===== src/rtl/fetch_stage.sv =====
// Instruction fetch stage: one outstanding instruction-memory request at a time,
// a one-entry skid buffer for stalls, and a drain state that discards stale data after a redirect.
module fetch_stage (
  input  logic        clk,
  input  logic        rst,
  input  logic        Stall,
  input  logic        Redirect,
  input  logic [15:0] TruePC,
  output logic        IMemReq,
  output logic [15:0] IMemAddr,
  input  logic        IMemRdy,
  input  logic [15:0] IMemData,
  output logic [15:0] Instruct,
  output logic [15:0] NextPC,
  output logic        InstValid,
  output logic [1:0]  fsm_state
);

  typedef enum logic [1:0] {
    BOOT  = 2'd0,
    ISSUE = 2'd1,
    HOLD  = 2'd2,
    DRAIN = 2'd3
  } state_t;

  localparam logic [15:0] NOP = 16'h0800;

  state_t      state, state_n;
  logic [15:0] pc, pc_n;
  logic [15:0] instr_n, npc_n;
  logic        valid_n;
  logic [15:0] skid_data, skid_data_n;
  logic [15:0] skid_pc, skid_pc_n;
  logic [15:0] drain_addr, drain_addr_n;
  logic [15:0] pc_inc;

  assign pc_inc    = pc + 16'd1;
  assign fsm_state = state;

  // Memory handshake: a request is live while IMemReq=1 and completes on the
  // cycle IMemRdy=1; IMemAddr is stable for the whole request. IMemRdy is
  // meaningless while IMemReq=0 and is never sampled then.
  assign IMemReq  = (state == ISSUE) || (state == DRAIN);
  assign IMemAddr = (state == DRAIN) ? drain_addr : pc;

  always_ff @(posedge clk) begin
    if (rst) begin
      state      <= BOOT;
      pc         <= 16'h0000;
      Instruct   <= NOP;
      NextPC     <= 16'h0000;
      InstValid  <= 1'b0;
      skid_data  <= NOP;
      skid_pc    <= 16'h0000;
      drain_addr <= 16'h0000;
    end else begin
      state      <= state_n;
      pc         <= pc_n;
      Instruct   <= instr_n;
      NextPC     <= npc_n;
      InstValid  <= valid_n;
      skid_data  <= skid_data_n;
      skid_pc    <= skid_pc_n;
      drain_addr <= drain_addr_n;
    end
  end

  always_comb begin
    state_n      = state;
    pc_n         = pc;
    instr_n      = Instruct;
    npc_n        = NextPC;
    valid_n      = InstValid;
    skid_data_n  = skid_data;
    skid_pc_n    = skid_pc;
    drain_addr_n = drain_addr;

    unique case (state)
      BOOT: begin
        state_n = ISSUE;
      end

      ISSUE: begin
        if (Stall) begin
          // Output register is frozen; a completed response parks in the skid.
          if (IMemRdy) begin
            skid_data_n = IMemData;
            skid_pc_n   = pc_inc;
            pc_n        = pc_inc;
            state_n     = HOLD;
          end
        end else if (Redirect) begin
          pc_n    = TruePC;
          instr_n = NOP;
          valid_n = 1'b0;
          if (!IMemRdy) begin
            drain_addr_n = pc;
            state_n      = DRAIN;
          end
        end else if (IMemRdy) begin
          instr_n = IMemData;
          npc_n   = pc_inc;
          valid_n = 1'b1;
          pc_n    = pc_inc;
        end else begin
          instr_n = NOP;
          valid_n = 1'b0;
        end
      end

      HOLD: begin
        if (!Stall) begin
          state_n     = ISSUE;
          skid_data_n = NOP;
          if (Redirect) begin
            pc_n    = TruePC;
            instr_n = NOP;
            valid_n = 1'b0;
          end else begin
            instr_n = skid_data;
            npc_n   = skid_pc;
            valid_n = 1'b1;
          end
        end
      end

      DRAIN: begin
        if (!Stall) begin
          instr_n = NOP;
          valid_n = 1'b0;
          if (Redirect) pc_n = TruePC;
        end
        // The stale response is dropped; the redirected PC is fetched next.
        if (IMemRdy) state_n = ISSUE;
      end

      default: state_n = BOOT;
    endcase
  end

endmodule


===== config.mk =====
export PLATFORM = sky130hd
export DESIGN_NAME = fetch_stage
export DESIGN_NICKNAME = d
export VERILOG_FILES = /design/src/rtl/fetch_stage.sv
export SDC_FILE = /design/constraint.sdc
export NUM_CORES = 1
export LEC_CHECK = 0
export ABC_CLOCK_PERIOD_IN_PS = 2500
export CAP_MARGIN = 20
export CORE_MARGIN = 8
export CORE_UTILIZATION = 45
export CTS_BUF_LIST = sky130_fd_sc_hd__clkbuf_4 sky130_fd_sc_hd__clkbuf_8 sky130_fd_sc_hd__clkbuf_16
export CTS_CLUSTER_DIAMETER = 40
export DETAILED_ROUTE_END_ITERATION = 8
export HOLD_SLACK_MARGIN = 0.15
export PLACE_DENSITY_LB_ADDON = 0.05
export SLEW_MARGIN = 20
export SYNTH_ARGS = -nofsm -noshare
export SYNTH_HDL_FRONTEND = slang
export SYNTH_SLANG_ARGS = --single-unit

===== constraint.sdc =====
create_clock -name clk -period 2.5 [get_ports clk]
set_clock_uncertainty 0.15 [all_clocks]
set_input_delay 0.25 -clock clk [delete_from_list [all_inputs] [get_ports clk]]
set_output_delay 0.25 -clock clk [all_outputs]
set_load 0.02 [all_outputs]

**Word level (Yosys, flattened, before mapping)**

Cells that the tools add are included.

- Bits in registers: 99
- Bits of input ports: 37
- Output and inout bits: 52
- Logic and storage cells: 77

- Add/subtract/negate cells: 1
- Equal/unequal tests: 16
- Multiplexer cells: 37
- Bitwise operators: 2
- Reductions and logical operators: 13

Operators with widths:

| operator | count |
|---|---|
| 2-to-1 mux 16 bit | 19 |
| case mux 16 bit (2 select lines) | 3 |
| case mux 16 bit (3 select lines) | 1 |
| != test 2 bit (second input constant) | 9 |
| adder 16 x 1 -> 16 bit (second input constant) | 1 |
| 2-to-1 mux 2 bit | 6 |
| AND reduction 4 bit | 3 |
| != test 3 bit (second input constant) | 3 |
| case mux 2 bit (4 select lines) | 1 |
| 2-to-1 mux 1 bit | 6 |
| AND reduction 3 bit | 2 |
| AND reduction 6 bit | 1 |
| AND reduction 5 bit | 1 |
| == test 2 bit (second input constant) | 2 |
| nonzero test 2 bit | 2 |
| case mux 1 bit (3 select lines) | 1 |
| nonzero test 3 bit | 1 |
| == test 2 x 1 -> 1 bit (second input constant) | 1 |
| logical NOT 2 bit | 1 |
| != test 2 x 1 -> 1 bit (second input constant) | 1 |
| inverter 1 bit | 2 |
| OR reduction 2 bit | 1 |
| logical OR 1 bit | 1 |

**Longest topological paths before layout**

- Depth after elaboration: 5
- Depth in mapped cells: 8
- Mapped depth without buffers: 6

**Worst setup path after synthesis**

OpenSTA, ideal clock, no wires.

- Path type: register to output
- From: register state[1] (netlist: fsm_state[1])
- To: output port IMemAddr[10]
- Arrival time: 1.549 ns
- Data required time: 2.100 ns
- Setup slack: 0.551 ns
- Cell stages (with the launch flop): 6
- Path buffers: 3
- Cell sequence: dfxtp_1 buf_4 buf_2 nand2_1 buf_2 mux2_2

- Longest elaborated chain between the ends: 2

Ends and longest elaborated chain:

| item | line | RTL |
|---|---|---|
| start: declaration | 28 | `state_t state, state_n;` |
| start signal: assignment | 57 | `state <= state_n;` |
| == test 2 bit | 44 | `assign IMemAddr = (state == DRAIN) ? drain_addr : pc;` |
| 2-to-1 mux 16 bit | 44 |  |
| end: declaration | 10 | `output logic [15:0] IMemAddr,` |

Every way passes these cells.

**Final worst setup path**

- From: register state[1] (netlist: fsm_state[1])
- To: output port IMemAddr[15]

Same word-level chain as after synthesis.

==> impl_metrics.env <==
export IMPL_path_cells="nand2_1, buf_4, mux2_2, clkdlybuf4s50_1"
export IMPL_ys_warn_count=0
export IMPL_post_cts_setup_buffer_count=0
export IMPL_rr_startpoint="fsm_state[0]$_SDFFE_PP0P_"
export IMPL_initial_core_util_pct=46.4
export IMPL_drt_iter0_markers=395
export IMPL_synth_top_area_share_pct=41.3
export IMPL_ctsResizeCount=0
export IMPL_clockBufferDepth=2
export IMPL_clk_insertion_delay_late_ns=0.37
export IMPL_fin_util_pct=57.9
export IMPL_vias=4485
export IMPL_synth_top_area_cell="dfxtp_1"
export IMPL_peakVddDrop_mv=0.293
export IMPL_viasPerCell=5.62
export IMPL_netlist_instances=585
export IMPL_min_period_over_period_pct=92.7
export IMPL_hp_start="rst"
export IMPL_end_kind="output pin"
export IMPL_power_density_mw_per_mm2=583
export IMPL_drive_above_1_share_pct=11.2
export IMPL_drc=0
export IMPL_seq_area_frac_synth_pct=41.3
export IMPL_clkTransAtPathRegs_ns=0.09
export IMPL_maxCapViolations=0
export IMPL_dpl_instance_area_mm2=0.00578
export IMPL_cts_tree="yes"
export IMPL_crit_fanout=16
export IMPL_rsz0062_at_grt="false"
export IMPL_cts_root_buf="clkbuf_8"
export IMPL_critPathLaunchType="register"
export IMPL_crit_type="reg -> out"
export IMPL_drt_total_wl_mm=14.1
export IMPL_htree_levels=3
export IMPL_dpl_cell_count=783
export IMPL_grtUsageTotal_pct=19.6
export IMPL_dp_final_hpwl_mm=9.95
export IMPL_holdPathStages=3
export IMPL_ys_dominant_reg_cell="dfxtp_1"
export IMPL_syn_area_per_cell_um2=8.20
export IMPL_final_cell_mix="nor2_1, dfxtp_1, clkdlybuf4s50_1"
export IMPL_antenna_found_initial=0
export IMPL_cp_required_ns=2.10
export IMPL_finalSetupTns_ns=0
export IMPL_core_mm2=0.0103
export IMPL_pin_count=89
export IMPL_gp_congestion=0.870
export IMPL_final_min_clock_period_ns=2.32
export IMPL_hold_viol_final=0
export IMPL_dieArea_mm2=0.0142
export IMPL_slew_headroom_pct=43.5
export IMPL_port_buffers=88
export IMPL_arrival_ns=1.92
export IMPL_grt_overflow=0
export IMPL_maxSlewViolCount=0
export IMPL_n_antenna_cell=0
export IMPL_syn_num_nets=623
export IMPL_grt_pass1_vias=4273
export IMPL_clock_sinks=99
export IMPL_slowest_stage="clkdlybuf4s50_1"
export IMPL_drt_pre_antenna_iters=5
export IMPL_num_rows=37
export IMPL_r2r_end="NextPC[8]$_SDFFE_PP0P_"
export IMPL_finalSetupViolCount=0
export IMPL_ys_top_cells_by_area="dfxtp_1, nor2_1, nand2_1"
export IMPL_post_drt_wl_per_cell_um=17.7
export IMPL_final_net_count=696
export IMPL_layout_cells_most_common="nor2_1"
export IMPL_async_flop_share_pct=0
export IMPL_hold_buffers=0
export IMPL_hp_class="in -> reg"
export IMPL_rrSetupSlack_ns=0.40
export IMPL_area_delta_synth_final_pct=24.7
export IMPL_hold_slack_ns=0.223
export IMPL_grt_max_degree=73
export IMPL_final_cell_count_no_fill=798
export IMPL_leakagePower_nw=2.15
export IMPL_ant_nets=0
export IMPL_dieHeight_um=119
export IMPL_critPathMaxStageDelay_ns=0.55
export IMPL_yosys_register_bits=99
export IMPL_outcome="completed"
export IMPL_stdcell_area_mm2=0.00598
export IMPL_synthesis_area_mm2=0.00479
export IMPL_synth_cell_types=59
export IMPL_synth_edf_count=0
export IMPL_hold_end="InstValid$_SDFFE_PP0P_"
export IMPL_worstMarginPinSlew_ns=0.847
export IMPL_cts_made_buffers=9
export IMPL_achievable_frequency_ghz=0.432
export IMPL_grt_pass1_wl_mm=22.7
export IMPL_die_x_um=119
export IMPL_reg2reg_depth=7
export IMPL_fillCellCount=974
-- state kept, by name, summed over array words and instances (netlist names) --
register,flops
NextPC,16
skid_data,16
skid_pc,16
fsm_state,2
InstValid,1
Instruct,16
pc,16
drain_addr,16
-- synth_stat cells (all sizes together) (4+ instances only) --
cell     number
a211oi       16
a21o          4
a21oi        39
a221oi       20
a22oi        17
buf          36
clkbuf       19
dfxtp        99
inv           7
mux2         16
nand2        64
nand2b        7
nand3         8
nand3b        4
nand4         5
nor2        106
nor2b         9
nor3         26
nor4          4
o21a          5
o21ai        15
o22ai        12
o2bb2ai       5
xnor2         8
xor2          7
-- stage by stage --
stage / setup WS (ns) / power (mW)
4_1_cts: 0.154 / 3.51
6_report: 0.184 / 3.49
3_3_place_gp: 0.190 / 2.46
5_1_grt: 0.117 / 3.64
3_5_place_dp: 0.111 / 2.47
2_1_floorplan: 0.551 / 2.17
-- per-layer routing --
layer / up-vias / global-route usage [%] / routed length [um]
li1: 2199 / - / -
met1: 2136 / 25.3 / 6310
met2: 134 / 31.0 / 6590
met3: 16 / 5.34 / 1010
met4: 0 / 6.25 / 225
met5: - / 0 / 0
-- cell families (layout without fill, tap and decap cells) --
logic type	after synthesis	in the layout	synth area share [%]
and+or+nand+nor	244	244	23.5
DFF	99	99	41.3
xor gates and xnor gates	15	15	2.74
buffers and inverters	62	139	6.58
adders and majority gates	1	1	0.261
muxes	17	17	3.97
AOI/OAI and AO/OA	147	147	21.6
-- critical path: cells and delay by family, from the launching register on --
| kind | cells | cell delay [ns] |
|---|---|---|
| muxes | 1 | 0.37 |
| and+or+nand+nor | 1 | 0.05 |
| buffers and inverters | 2 | 0.79 |
| DFF | 1 | 0.33 |
-- final cells by class --
type                            instances  area (um2)  share of cell area (%)
Multi-Input combinational cell        424        2500                    41.8
Sequential cell                        99        1980                    33.2
Timing Repair Buffer                  117        1110                    18.5
Tap cell                              136         170                    2.85
Clock buffer                           11         145                    2.43
Clock inverter                          4        51.3                   0.858
Inverter                                7        26.3                   0.440
-- worst max-delay path by stage --
stage | start | end | cells past startpoint
2_1_floorplan | fsm_state[1]$_SDFFE_PP0P_ | IMemAddr[10] | 5
3_3_place_gp | Redirect | pc[10]$_SDFFE_PP0P_ | 6
3_5_place_dp | Redirect | pc[10]$_SDFFE_PP0P_ | 6
4_1_cts | fsm_state[1]$_SDFFE_PP0P_ | IMemAddr[15] | 4
5_1_grt | fsm_state[1]$_SDFFE_PP0P_ | IMemAddr[15] | 4
6_report | fsm_state[1]$_SDFFE_PP0P_ | IMemAddr[15] | 4
-- report_power, final --
| group | switching, mW | internal (mW) | leakage, nW |
|---|---|---|---|
| sequential | 0.0631 | 1.65 | 0.807 |
| clock | 0.557 | 0.497 | 0.0988 |
| combinational | 0.398 | 0.320 | 1.25 |
| total | 1.02 | 2.47 | 2.15 |
(Power assumes the default switching activity.)
